--- src/rtl/ir_cmd_pkg.sv ---
// Shared opcodes, remote key codes and scheduler FSM states for the IR command path.
package ir_cmd_pkg;

  localparam logic [2:0] OP_NOP  = 3'd0;
  localparam logic [2:0] OP_SHR  = 3'd1;
  localparam logic [2:0] OP_SHL  = 3'd2;
  localparam logic [2:0] OP_INV  = 3'd3;
  localparam logic [2:0] OP_SWAP = 3'd4;

  localparam logic [7:0] KEY_SHR  = 8'h1B;
  localparam logic [7:0] KEY_SHL  = 8'h1F;
  localparam logic [7:0] KEY_INV  = 8'h1E;
  localparam logic [7:0] KEY_SWAP = 8'h0C;

  typedef enum logic [1:0] {
    IDLE  = 2'd0,
    ISSUE = 2'd1,
    GAP   = 2'd2
  } state_t;

  // Unmapped keys return OP_NOP so the caller can ignore them without flagging an error.
  function automatic logic [2:0] map_key(input logic [7:0] key);
    case (key)
      KEY_SHR:  map_key = OP_SHR;
      KEY_SHL:  map_key = OP_SHL;
      KEY_INV:  map_key = OP_INV;
      KEY_SWAP: map_key = OP_SWAP;
      default:  map_key = OP_NOP;
    endcase
  endfunction

endpackage

--- src/rtl/ir_cmd_scheduler_if.sv ---
// Decoder-side frame input, executor-side opcode handshake and scheduler status.
interface ir_cmd_scheduler_if #(
  parameter int DEPTH = 4
);
  logic                    ir_ready;
  logic [31:0]             ir_data;
  logic                    op_valid;
  logic [2:0]              op_code;
  logic                    op_ready;
  logic [$clog2(DEPTH):0]  fifo_level;
  logic [7:0]              drop_count;
  logic                    err_pulse;

  modport master (
    input  ir_ready, ir_data, op_ready,
    output op_valid, op_code, fifo_level, drop_count, err_pulse
  );

  modport slave (
    output ir_ready, ir_data, op_ready,
    input  op_valid, op_code, fifo_level, drop_count, err_pulse
  );
endinterface

--- src/rtl/ir_cmd_fifo.sv ---
// Small synchronous opcode FIFO; a push into a full FIFO is taken when a pop happens the same cycle.
module ir_cmd_fifo #(
  parameter int DEPTH = 4,
  parameter int WIDTH = 3
) (
  input  logic                   clk,
  input  logic                   rst,
  input  logic                   push,
  input  logic [WIDTH-1:0]       din,
  input  logic                   pop,
  output logic [WIDTH-1:0]       dout,
  output logic                   full,
  output logic                   empty,
  output logic [$clog2(DEPTH):0] level
);

  localparam int AW = $clog2(DEPTH);
  localparam logic [AW:0] FULL_LVL = (AW+1)'(DEPTH);

  logic [WIDTH-1:0] mem [DEPTH];
  logic [AW-1:0]    wr_ptr;
  logic [AW-1:0]    rd_ptr;
  logic [AW:0]      count;
  logic             do_push;
  logic             do_pop;

  assign empty   = (count == '0);
  assign full    = (count == FULL_LVL);
  assign do_pop  = pop & ~empty;
  assign do_push = push & (~full | do_pop);
  assign dout    = mem[rd_ptr];
  assign level   = count;

  always_ff @(posedge clk) begin
    if (rst) begin
      wr_ptr <= '0;
      rd_ptr <= '0;
      count  <= '0;
    end else begin
      if (do_push) wr_ptr <= wr_ptr + 1'b1;
      if (do_pop)  rd_ptr <= rd_ptr + 1'b1;
      case ({do_push, do_pop})
        2'b10:   count <= count + 1'b1;
        2'b01:   count <= count - 1'b1;
        default: count <= count;
      endcase
    end
  end

  // Storage carries no reset; occupancy is tracked by count alone.
  always_ff @(posedge clk) begin
    if (do_push) mem[wr_ptr] <= din;
  end

endmodule

--- src/rtl/ir_cmd_scheduler.sv ---
// Validates IR frames, maps keys to LED opcodes, queues them and issues one at a time with a guard gap.
module ir_cmd_scheduler
  import ir_cmd_pkg::*;
#(
  parameter int         DEPTH      = 4,
  parameter int         GAP_CYCLES = 1000,
  parameter bit         ADDR_CHECK = 1'b0,
  parameter logic [7:0] ADDR       = 8'h00
) (
  input  logic clk,
  input  logic rst,
  ir_cmd_scheduler_if.master bus
);

  localparam int LVL_W = $clog2(DEPTH) + 1;
  localparam int CNT_W = (GAP_CYCLES > 1) ? $clog2(GAP_CYCLES + 1) : 1;
  localparam logic [CNT_W-1:0] GAP_LOAD = CNT_W'(GAP_CYCLES);

  logic             ready_d;
  logic             frame_edge;
  logic             frame_ok;
  logic [2:0]       frame_op;
  logic             push;
  logic             pop;
  logic             drop;
  logic             unused_mid_bits;

  logic [2:0]       fifo_dout;
  logic             fifo_full;
  logic             fifo_empty;
  logic [LVL_W-1:0] fifo_level;

  state_t           state, state_n;
  logic             op_valid_q, op_valid_n;
  logic [2:0]       op_code_q, op_code_n;
  logic [CNT_W-1:0] cnt, cnt_n;
  logic [7:0]       drop_count_q;
  logic             err_pulse_q;

  // Frame stage: one evaluation per rising edge of the ready level.
  assign frame_edge      = bus.ir_ready & ~ready_d;
  assign frame_ok        = (bus.ir_data[31:24] == ~bus.ir_data[23:16]) &&
                           (!ADDR_CHECK || (bus.ir_data[7:0] == ADDR));
  assign frame_op        = map_key(bus.ir_data[23:16]);
  assign push            = frame_edge & frame_ok & (frame_op != OP_NOP);
  assign drop            = push & fifo_full & ~pop;
  assign unused_mid_bits = ^bus.ir_data[15:8];

  always_ff @(posedge clk) begin
    if (rst) begin
      ready_d      <= 1'b0;
      err_pulse_q  <= 1'b0;
      drop_count_q <= 8'd0;
    end else begin
      ready_d     <= bus.ir_ready;
      err_pulse_q <= frame_edge & ~frame_ok;
      if (drop && (drop_count_q != 8'hFF)) drop_count_q <= drop_count_q + 8'd1;
    end
  end

  ir_cmd_fifo #(
    .DEPTH (DEPTH),
    .WIDTH (3)
  ) u_fifo (
    .clk   (clk),
    .rst   (rst),
    .push  (push),
    .din   (frame_op),
    .pop   (pop),
    .dout  (fifo_dout),
    .full  (fifo_full),
    .empty (fifo_empty),
    .level (fifo_level)
  );

  // Issue stage: pop into the output register, hold until accepted, then enforce the gap.
  always_comb begin
    state_n    = state;
    op_valid_n = op_valid_q;
    op_code_n  = op_code_q;
    cnt_n      = cnt;
    pop        = 1'b0;
    case (state)
      IDLE: begin
        if (!fifo_empty) begin
          pop        = 1'b1;
          op_valid_n = 1'b1;
          op_code_n  = fifo_dout;
          state_n    = ISSUE;
        end
      end
      ISSUE: begin
        if (op_valid_q && bus.op_ready) begin
          op_valid_n = 1'b0;
          if (GAP_CYCLES == 0) begin
            state_n = IDLE;
          end else begin
            state_n = GAP;
            cnt_n   = GAP_LOAD;
          end
        end
      end
      GAP: begin
        cnt_n = cnt - 1'b1;
        // Leaving as the count steps down to 1 puts the next rise GAP_CYCLES+1 after the handshake.
        if (int'(cnt) <= 2) state_n = IDLE;
      end
      default: state_n = IDLE;
    endcase
  end

  always_ff @(posedge clk) begin
    if (rst) begin
      state      <= IDLE;
      op_valid_q <= 1'b0;
      op_code_q  <= OP_NOP;
      cnt        <= '0;
    end else begin
      state      <= state_n;
      op_valid_q <= op_valid_n;
      op_code_q  <= op_code_n;
      cnt        <= cnt_n;
    end
  end

  assign bus.op_valid   = op_valid_q;
  assign bus.op_code    = op_code_q;
  assign bus.fifo_level = fifo_level;
  assign bus.drop_count = drop_count_q;
  assign bus.err_pulse  = err_pulse_q;

endmodule

--- src/flat_wrapper.sv ---
// flat-port wrapper written by rule: the top's interface ports become plain ports
module ir_cmd_scheduler_flat import ir_cmd_pkg::*;
#(
  parameter int         DEPTH      = 4,
  parameter int         GAP_CYCLES = 1000,
  parameter bit         ADDR_CHECK = 1'b0,
  parameter logic [7:0] ADDR       = 8'h00
)
  (clk, rst, bus_ir_ready, bus_ir_data, bus_op_ready, bus_op_valid, bus_op_code, bus_fifo_level, bus_drop_count, bus_err_pulse);
  ir_cmd_scheduler_if #(.DEPTH(DEPTH)) bus_i ();
  input  logic clk;
  input  logic rst;
  input wire logic [$bits(bus_i.ir_ready)-1:0] bus_ir_ready;
  input wire logic [$bits(bus_i.ir_data)-1:0] bus_ir_data;
  input wire logic [$bits(bus_i.op_ready)-1:0] bus_op_ready;
  output wire logic [$bits(bus_i.op_valid)-1:0] bus_op_valid;
  output wire logic [$bits(bus_i.op_code)-1:0] bus_op_code;
  output wire logic [$bits(bus_i.fifo_level)-1:0] bus_fifo_level;
  output wire logic [$bits(bus_i.drop_count)-1:0] bus_drop_count;
  output wire logic [$bits(bus_i.err_pulse)-1:0] bus_err_pulse;
  assign bus_i.ir_ready = bus_ir_ready;
  assign bus_i.ir_data = bus_ir_data;
  assign bus_i.op_ready = bus_op_ready;
  assign bus_op_valid = bus_i.op_valid;
  assign bus_op_code = bus_i.op_code;
  assign bus_fifo_level = bus_i.fifo_level;
  assign bus_drop_count = bus_i.drop_count;
  assign bus_err_pulse = bus_i.err_pulse;
  ir_cmd_scheduler #(.DEPTH(DEPTH), .GAP_CYCLES(GAP_CYCLES), .ADDR_CHECK(ADDR_CHECK), .ADDR(ADDR)) u_core (.clk(clk), .rst(rst), .bus(bus_i));
endmodule
--- config.mk ---
export PLATFORM = sky130hd
export DESIGN_NAME = ir_cmd_scheduler_flat
export DESIGN_NICKNAME = d
export VERILOG_FILES = /design/src/rtl/ir_cmd_pkg.sv /design/src/rtl/ir_cmd_scheduler_if.sv /design/src/rtl/ir_cmd_fifo.sv /design/src/rtl/ir_cmd_scheduler.sv /design/src/flat_wrapper.sv
export SDC_FILE = /design/constraint.sdc
export NUM_CORES = 1
export LEC_CHECK = 0
export ABC_AREA = 1
export CAP_MARGIN = 10
export CELL_PAD_IN_SITES_DETAIL_PLACEMENT = 1
export CELL_PAD_IN_SITES_GLOBAL_PLACEMENT = 1
export CORE_ASPECT_RATIO = 0.7
export CORE_MARGIN = 10
export CORE_UTILIZATION = 36
export CTS_CLUSTER_DIAMETER = 30
export CTS_CLUSTER_SIZE = 16
export DETAILED_ROUTE_END_ITERATION = 7
export GPL_ROUTABILITY_DRIVEN = 1
export PLACE_DENSITY = 0.76
export SYNTH_ARGS = -nofsm -noshare
export SYNTH_HDL_FRONTEND = slang
export SYNTH_SLANG_ARGS = --single-unit
--- constraint.sdc ---
create_clock -name clk -period 2.4 [get_ports clk]
set_input_delay 0.24 -clock clk [delete_from_list [all_inputs] [get_ports clk]]
set_output_delay 0.24 -clock clk [all_outputs]
set_load 0.02 [all_outputs]
==> results of run 1 <==
==> what timing repair did <==
item / 4_1_cts / 5_1_grt
setup endpoints to repair: 0 / 1
hold buffers: 0 / 0
resized for setup: 0 / 1
==> metrics by stage <==
step	utilization, %	worst slack (ns)	hold slack [ns]	TNS, ns	cell area (µm²)
floorplan	-	0.429	0.365	0	2420
global placement	46.3	0.00595	0.450	0	2950
detailed placement	46.3	-0.0885	0.461	-0.0885	2950
CTS	47.8	0.208	0.469	0	3040
global route	47.8	-0.0344	0.473	-0.0344	3050
finish	47.8	0.199	0.473	0	3050
==> worst min-delay path by stage <==
| stage | end | depth (start not counted) |
|---|---|---|
| 4_1_cts | u_core.ready_d | 3 |
| 5_1_grt | u_core.ready_d | 3 |
| 6_report | u_core.cnt[3] | 1 |
| 3_3_place_gp | u_core.cnt[0] | 2 |
| 2_1_floorplan | u_core.ready_d | 2 |
| 3_5_place_dp | u_core.cnt[3] | 1 |
==> state kept, by name (all words and copies together) (netlist names) <==
signal and flops:
u_core.u_fifo.level 3, u_core.bus.op_valid 1, u_core.u_fifo.mem 12, u_core.u_fifo.wr_ptr 2
u_core.u_fifo.rd_ptr 2, u_core.bus.err_pulse 1, u_core.bus.drop_count 8, u_core.cnt 10
u_core.state 2, u_core.bus.op_code 3, u_core.ready_d 1
==> final cells by class <==
class                           instances  share of cell area (%)
Multi-Input combinational cell        226                    38.8
Sequential cell                        45                    33.5
Tap cell                               91                    3.74
Clock inverter                          1                   0.205
Timing Repair Buffer                   46                    14.2
Clock buffer                            7                    2.83
Inverter                               54                    6.70
==> layer usage <==
metal	vias up	wire length, µm
met4	0	90
met1	1023	3030
met3	6	165
li1	1146	-
met5	-	0
met2	27	2760
==> where the power goes <==
part | internal, mW | switching (mW) | total [mW]
Clock | 0.235 | 0.262 | 0.497
Combinational | 0.371 | 0.535 | 0.906
Sequential | 0.879 | 0.103 | 0.982
Total | 1.49 | 0.900 | 2.38
==> cells in the final DEF, fill, tap and decap left out, types with 7 or more instances in the layout <==
master	netlist	layout
nand4_1	8	8
a21oi_1	16	15
edfxtp_1	12	12
nor2_1	69	69
dfxtp_1	33	33
ha_1	7	7
nand2_1	52	52
inv_1	44	44
clkdlybuf4s50_1	0	35
o21ai_0	12	12
nand3_1	10	10
buf_4	0	11
nor3_1	10	10
==> cell families after synthesis <==
kind of cell	Yosys count
flops	45
xor+xnor	1
compound gates	44
fa+ha+maj	8
simple gates	173
buf+inv	58
==> impl_metrics.yaml, run 1 <==
power:
  p_leak_nw: 1.28
  max-vdd-ir-drop_v: 0.000420
  total_power_mw: 2.38
  power_density_mw_per_mm2: 783
worst_setup_path:
  cp.depth: 12
  crit_path_end_kind: "flip-flop"
  path_max_fanout: 5
  max_stage_delay_ns: 0.54
  cp.arrival_ns: 2.39
  rr_startpoint: "u_core.u_fifo.level[0]"
  slowest_stage: "clkdlybuf4s50_1"
  path_buf_inv: 2
  crit_path_cell_trace: "clkdlybuf4s50_1 > nor2_1 > nor2_1 > nand2_1 > nor2_1 > nand4_1 > nand2_1 > inv_1 > fa_1 > nand3b_1 > a21oi_2 > nor2_1"
  path_class: "in -> reg"
  r2r_cells: 10
  r2r-end: "u_core.u_fifo.level[2]"
  path_common_cell: "nor2_1"
  rrSetupSlack_ns: 0.36
  critPathRequiredTime_ns: 2.59
  crit_end: "u_core.u_fifo.level[2]"
  cp-start-kind: "input pin"
  crit_family: "simple AND/OR/NAND/NOR gates"
  crit_start: "bus_ir_data[18]"
sta:
  finalCriticalPeriod_ns: 2.20
  setup_viol: 0
  hold_viol: 0
  finalCritPeriodShare_pct: 91.7
  clock.fmax_mhz: 454
  slew_headroom_pct: 59.6
  slew_viol_final: 0
  skew_ns: 0.0147
  worst_pin_slew_ns: 0.603
layout:
  nFillCells: 823
  nNetsFinal: 422
  diodes: 0
  register_area_mm2: 0.00102
  drive_above_1_share_pct: 11.6
  final_cells: 470
  multiInputGateArea_mm2: 0.00118
  area_growth_pct: 25.9
floorplan:
  pin_count: 52
  num_rows: 24
  coreArea_mm2: 0.00637
  die_area_mm2: 0.0104
  die_height_um: 88.6
  start_util_pct: 38.0
  die_w_um: 118
cts:
  cts_tree: "built"
  clkTransAtPathRegs_ns: 0.09
  cts.path.max_buffers: 2
  postCtsSetupRepairBufs: 0
  insertion_delay_ns: 0.30
  numCtsBuffers: 5
  cts.htree.levels: 2
  cts.sinks: 45
  cts-root-buf: "clkbuf_8"
logic_synthesis:
  synthCells: 329
  ys_seq_area_share_pct: 42.2
  synth_common_cells: "nor2_1 (69), nand2_1 (52), inv_1 (44)"
  synth-edff-count: 12
  synth_top_family_by_area: "simple AND/OR/NAND/NOR gates"
  synth-async-reset-ratio_pct: 0
  synth_adder_area_share_pct: 4.45
  synthDistinctLibCells: 34
  syn_nets: 373
  synth_top_cell_area_share_pct: 27.3
  synth_xor_xnor_area_share_pct: 0.362
  synth_ff_type: "dfxtp_1"
  syn_area_per_cell_um2: 7.35
  synth_compound_area_share_pct: 10.4
  yosysWarnings: 0
  yosys.cell_count.top_type: "nor2_1"
  synth-simple-area-share_pct: 33.5
  ys_ff_latch: 45
  netlist_area_mm2: 0.00242
  yosys-top-cells-area: "dfxtp_1 (27%), edfxtp_1 (15%), nor2_1 (11%), nand2_1 (8.1%), inv_1 (6.8%)"
  yosysTopAreaCell: "dfxtp_1"
  synth_mux_area_share_pct: 0
grt:
  use_met1_pct: 14.5
  grt_max_degree: 20
  grt_pass1_vias: 2209
  antenna_found_initial: 0
  grt_first_pass_wirelength_mm: 10.2
  grt_util_all_layers_pct: 11.8
  gr-total-overflow: 0
  met3_usage_pct: 2.61
  grtUsageMet2_pct: 20.1
  grt_busiest_layer: "met2"
route:
  vias: 2202
  wirelength_mm: 6.05
  via_per_inst: 4.69
  wl_per_cell_um: 12.9
  drt_pass1_iterations: 4
  drt_iter0_markers: 58
  ant_nets: 0
  drc: 0
flow_run:
  max-cap-violations: 0
placement:
  place_inst: 462
  numPortBuffers: 35
  dp_hpwl_mm: 4.79
  gp_congestion: 0.787
outcome:
  outcome: "complete, no violations"
hold_path:
  min_path_type: "reg -> reg"
  hold_start: "u_core.cnt[3]"
No activity file was read; power rests on OpenSTA's default activity.
==> run 2: changes to the inputs <==
--- a/config.mk
+++ b/config.mk
@@ -16,7 +16,7 @@
 export CTS_CLUSTER_SIZE = 16
 export DETAILED_ROUTE_END_ITERATION = 7
 export GPL_ROUTABILITY_DRIVEN = 1
-export PLACE_DENSITY = 0.76
+export PLACE_DENSITY = 0.81
 export SYNTH_ARGS = -nofsm -noshare
 export SYNTH_HDL_FRONTEND = slang
 export SYNTH_SLANG_ARGS = --single-unit
==> impl_metrics.yaml, run 2 (same netlist as run 1, synthesis figures left out) <==
outcome:
  outcome: "complete, no violations"
power:
  p_leak_nw: 1.27
  total_power_mw: 2.35
  power_density_mw_per_mm2: 773
  max-vdd-ir-drop_v: 0.000358
sta:
  setup_slack_ns: 0.274
  setup_viol: 0
  holdWs_ns: 0.466
  skew_ns: 0.0151
  hold_viol: 0
  worst_pin_slew_ns: 0.606
  slew_viol_final: 0
  finalCritPeriodShare_pct: 88.6
  finalCriticalPeriod_ns: 2.13
  slew_headroom_pct: 59.4
  rsz0062_at_grt: "no"
  fin_setup_tns_ns: 0
  clock.fmax_mhz: 470
worst_setup_path:
  r2r_cells: 10
  path_class: "in -> reg"
  r2r-end: "u_core.u_fifo.level[2]"
  path_max_fanout: 4
  crit_path_end_kind: "flip-flop"
  crit_end: "u_core.u_fifo.level[2]"
  cp-start-kind: "input pin"
  rrSetupSlack_ns: 0.45
  cp.arrival_ns: 2.33
  critPathRequiredTime_ns: 2.61
  rr_startpoint: "u_core.u_fifo.level[0]"
  crit_start: "bus_ir_data[20]"
floorplan:
  pin_count: 52
  coreArea_mm2: 0.00637
  die_w_um: 118
  num_rows: 24
  die_height_um: 88.6
  start_util_pct: 38.0
  die_area_mm2: 0.0104
layout:
  mostFrequentLayoutCell: "nor2_1"
  nFillCells: 847
  final_cells: 470
  finalInstanceArea_mm2: 0.00304
  register_area_mm2: 0.00102
  drive_above_1_share_pct: 11.3
  area_growth_pct: 25.5
  largest_reg_flops: 12
  multiInputGateArea_mm2: 0.00118
  diodes: 0
  final_core_util_pct: 47.7
  final_cell_mix: "nor2_1 (69), nand2_1 (52), inv_1 (44)"
  nNetsFinal: 422
  regMostFlops: "u_core.u_fifo.mem"
route:
  drc: 0
  via_per_inst: 4.71
  drt_iter0_markers: 78
  wirelength_mm: 6.03
  drt_pass1_iterations: 4
  ant_nets: 0
  wl_per_cell_um: 12.8
  vias: 2216
cts:
  cts-root-buf: "clkbuf_8"
  cts_hold_buf: 0
  numCtsBuffers: 5
  cts.htree.levels: 2
  clkTransAtPathRegs_ns: 0.09
  postCtsSetupRepairBufs: 0
  insertion_delay_ns: 0.31
  cts.sinks: 45
  cts_tree: "built"
  ctsResizeCount: 0
  cts.path.max_buffers: 2
hold_path:
  whs_path_depth: 2
  min_path_type: "reg -> reg"
flow_run:
  max-cap-violations: 0
grt:
  antenna_found_initial: 0
  grt_pass1_vias: 2262
  gr-total-overflow: 0
  grt_max_degree: 20
  grt_util_all_layers_pct: 11.9
  grt_first_pass_wirelength_mm: 10.3
placement:
  gp_congestion: 0.777
  post-place-ws_ns: -0.0390
  dp_hpwl_mm: 4.74
  numPortBuffers: 35
  place_inst: 462
  placed_area_mm2: 0.00295
[run 2: cell count changes in the layout (fill, tap and decap cells not counted)]
cell      previous run  this run
a21oi_1             15        16
a21oi_2              1         0
clkbuf_1             1         0
clkbuf_8             6         5
clkinv_1             6         7
clkinv_2             1         2
clkinv_4             0         1
inv_4                1         0
[run 2: worst max-delay path, stage by stage]
cell and delay, ns:
clkdlybuf4s50_1 0.53, nand3_1 0.09, nor2_1 0.17, nand2_1 0.12, nand2_4 0.07, nand4_1 0.13
nand2_1 0.12, inv_1 0.05, fa_1 0.39, nand3b_1 0.19, a21oi_1 0.16, nor2_1 0.06
[run 2: layout make-up]
| type | count | area share, % |
|---|---|---|
| Inverter | 54 | 6.72 |
| Clock inverter | 3 | 0.577 |
| Sequential cell | 45 | 33.6 |
| Tap cell | 91 | 3.75 |
| Clock buffer | 5 | 2.27 |
| Timing Repair Buffer | 46 | 14.3 |
| Multi-Input combinational cell | 226 | 38.8 |
[run 2: how the worst min path moves through the flow]
| stage | from | endpoint | slack [ns] |
|---|---|---|---|
| after global placement | u_core.cnt[0] | u_core.cnt[0] | 0.45 |
| after CTS | u_core.cnt[0] | u_core.cnt[0] | 0.47 |
| after detailed placement | u_core.cnt[0] | u_core.cnt[0] | 0.45 |
| after floorplan | bus_ir_ready | u_core.ready_d | 0.36 |
| after global routing | bus_ir_ready | u_core.ready_d | 0.48 |
| final | u_core.cnt[0] | u_core.cnt[0] | 0.47 |
[run 2: where the power goes]
group	switching [mW]	total, mW	internal [mW]
Sequential	0.104	0.982	0.879
Clock	0.272	0.474	0.202
Combinational	0.517	0.890	0.374
Total	0.892	2.35	1.45
[run 2: metal layers]
layer	track usage [%]	share of wire, %	vias to the layer above	routed length, µm
li1	-	-	1150	-
met1	13.9	49	1029	2970
met2	20.5	46	33	2750
met3	3.82	3.9	4	237
met4	4.47	1.1	0	67
met5	0	0	-	0
==> run 3: changes to the inputs <==
--- a/config.mk
+++ b/config.mk
@@ -11,12 +11,13 @@
 export CELL_PAD_IN_SITES_GLOBAL_PLACEMENT = 1
 export CORE_ASPECT_RATIO = 0.7
 export CORE_MARGIN = 10
-export CORE_UTILIZATION = 36
+export CORE_UTILIZATION = 38
+export CTS_BUF_LIST = sky130_fd_sc_hd__clkbuf_8
 export CTS_CLUSTER_DIAMETER = 30
 export CTS_CLUSTER_SIZE = 16
 export DETAILED_ROUTE_END_ITERATION = 7
 export GPL_ROUTABILITY_DRIVEN = 1
-export PLACE_DENSITY = 0.81
+export PLACE_DENSITY = 0.85
 export SYNTH_ARGS = -nofsm -noshare
 export SYNTH_HDL_FRONTEND = slang
 export SYNTH_SLANG_ARGS = --single-unit
==> impl_metrics.yaml, run 3 (same netlist as run 1, synthesis figures left out) <==
floorplan:
  coreArea_mm2: 0.00622
  start_util_pct: 38.9
  num_rows: 24
  pin_count: 52
  die_w_um: 115
  die_area_mm2: 0.0100
  die_height_um: 86.7
grt:
  gr-total-overflow: 0
  grt_util_all_layers_pct: 12.5
  antenna_found_initial: 0
  grt_pass1_vias: 2301
  grt_first_pass_wirelength_mm: 10.4
  grt_max_degree: 20
worst_setup_path:
  crit_path_end_kind: "flip-flop"
  cp-start-kind: "input pin"
  cp.arrival_ns: 2.38
  path_class: "in -> reg"
  path_max_fanout: 4
  rrSetupSlack_ns: 0.41
  critPathRequiredTime_ns: 2.58
cts:
  cts_hold_buf: 0
  cts.htree.levels: 2
  ctsResizeCount: 0
  numCtsBuffers: 5
  postCtsSetupRepairBufs: 0
  insertion_delay_ns: 0.30
  cts_tree: "built"
  cts.path.max_buffers: 2
  clkTransAtPathRegs_ns: 0.08
  cts-root-buf: "clkbuf_8"
  cts.sinks: 45
hold_path:
  min_path_type: "reg -> reg"
power:
  p_sw_share_pct: 38.0
  switching_power_mw: 0.886
  max-vdd-ir-drop_v: 0.000277
  total_power_mw: 2.33
  comb_power_share_pct: 38.4
  power.internal_mw: 1.45
  seq_power_share_pct: 42.1
  p_leak_nw: 1.27
  power_density_mw_per_mm2: 778
  clockPowerShare_pct: 19.5
route:
  ant_nets: 0
  wl_per_cell_um: 13.1
  drc: 0
  drt_iter0_markers: 60
  drt_pass1_iterations: 4
  via_per_inst: 4.80
  wirelength_mm: 5.95
  vias: 2185
sta:
  hold_viol: 0
  slew_viol_final: 0
  skew_ns: 0.0167
  clock.fmax_mhz: 455
  setup_viol: 0
  slew_headroom_pct: 56.7
  worst_pin_slew_ns: 0.645
  finalCriticalPeriod_ns: 2.20
  finalCritPeriodShare_pct: 91.6
  rsz0062_at_grt: "no"
layout:
  drive_above_1_share_pct: 10.6
  mostFrequentLayoutCell: "nor2_1"
  diodes: 0
  regMostFlops: "u_core.u_fifo.mem"
  finalInstanceArea_mm2: 0.00300
  largest_reg_flops: 12
  nFillCells: 805
  final_cell_mix: "nor2_1 (69), nand2_1 (52), inv_1 (46)"
  nNetsFinal: 420
  area_growth_pct: 24.1
placement:
  gp_congestion: 0.769
  numPortBuffers: 35
  placed_area_mm2: 0.00292
  dp_hpwl_mm: 4.76
outcome:
  outcome: "complete, no violations"
flow_run:
  max-cap-violations: 0
[run 3: path summary, 6_finish.rpt]
| kind | endpoint | depth (start not counted) | from |
|---|---|---|---|
| worst max-delay path | u_core.u_fifo.level[2] | 12 | bus_ir_data[23] |
| worst min-delay path | u_core.cnt[0] | 2 | u_core.cnt[0] |
| worst max register to register | u_core.u_fifo.level[2] | 10 | u_core.u_fifo.level[0] |
| worst min register to register | u_core.cnt[0] | 2 | u_core.cnt[0] |
[run 3: metal layers]
metal  routed length (µm)  GRT usage (%)  vias up
li1                     -              -     1140
met1                 2870           15.5     1002
met2                 2730           20.3       39
met3                  282           3.80        4
met4                   61           4.24        0
met5                    0              0        -
[run 3: power by group through the flow]
stage,clock network [mW],logic [mW],registers (mW)
CTS,0.468,0.902,0.984
floorplan,0,0.505,1.03
global placement,0,0.849,0.994
global route,0.501,1.02,1.00
finish,0.454,0.897,0.982
detailed placement,0,0.898,1.00
[run 3: worst max-delay path: stages]
cell	delay, ns
clkdlybuf4s50_1	0.55
nor2_1	0.07
nor2_1	0.10
nand2_1	0.10
nor2_1	0.16
nand4_1	0.16
nand2_1	0.11
inv_1	0.06
fa_1	0.38
nand3b_1	0.20
a21oi_1	0.18
nor2_1	0.06
[run 3: area by class of cell]
class,instances,area [µm²],share of cell area (%)
clock buffers,5,68.8,2.29
clock inverters,3,13.8,0.459
inverters,54,204,6.80
multi-input cells,226,1180,39.2
flip-flops and latches,45,1020,34.0
well taps,78,97.6,3.25
repair buffers,44,418,13.9
[run 3: metrics by stage]
step	instances	util, %	TNS [ns]	setup WS, ns	hold slack, ns
floorplan	329	-	0	0.429	0.365
global placement	447	46.9	0	0.0334	0.450
detailed placement	447	46.9	-0.0510	-0.0510	0.450
CTS	455	48.3	0	0.243	0.465
global route	455	48.3	0	0.0445	0.489
finish	455	48.3	0	0.203	0.466
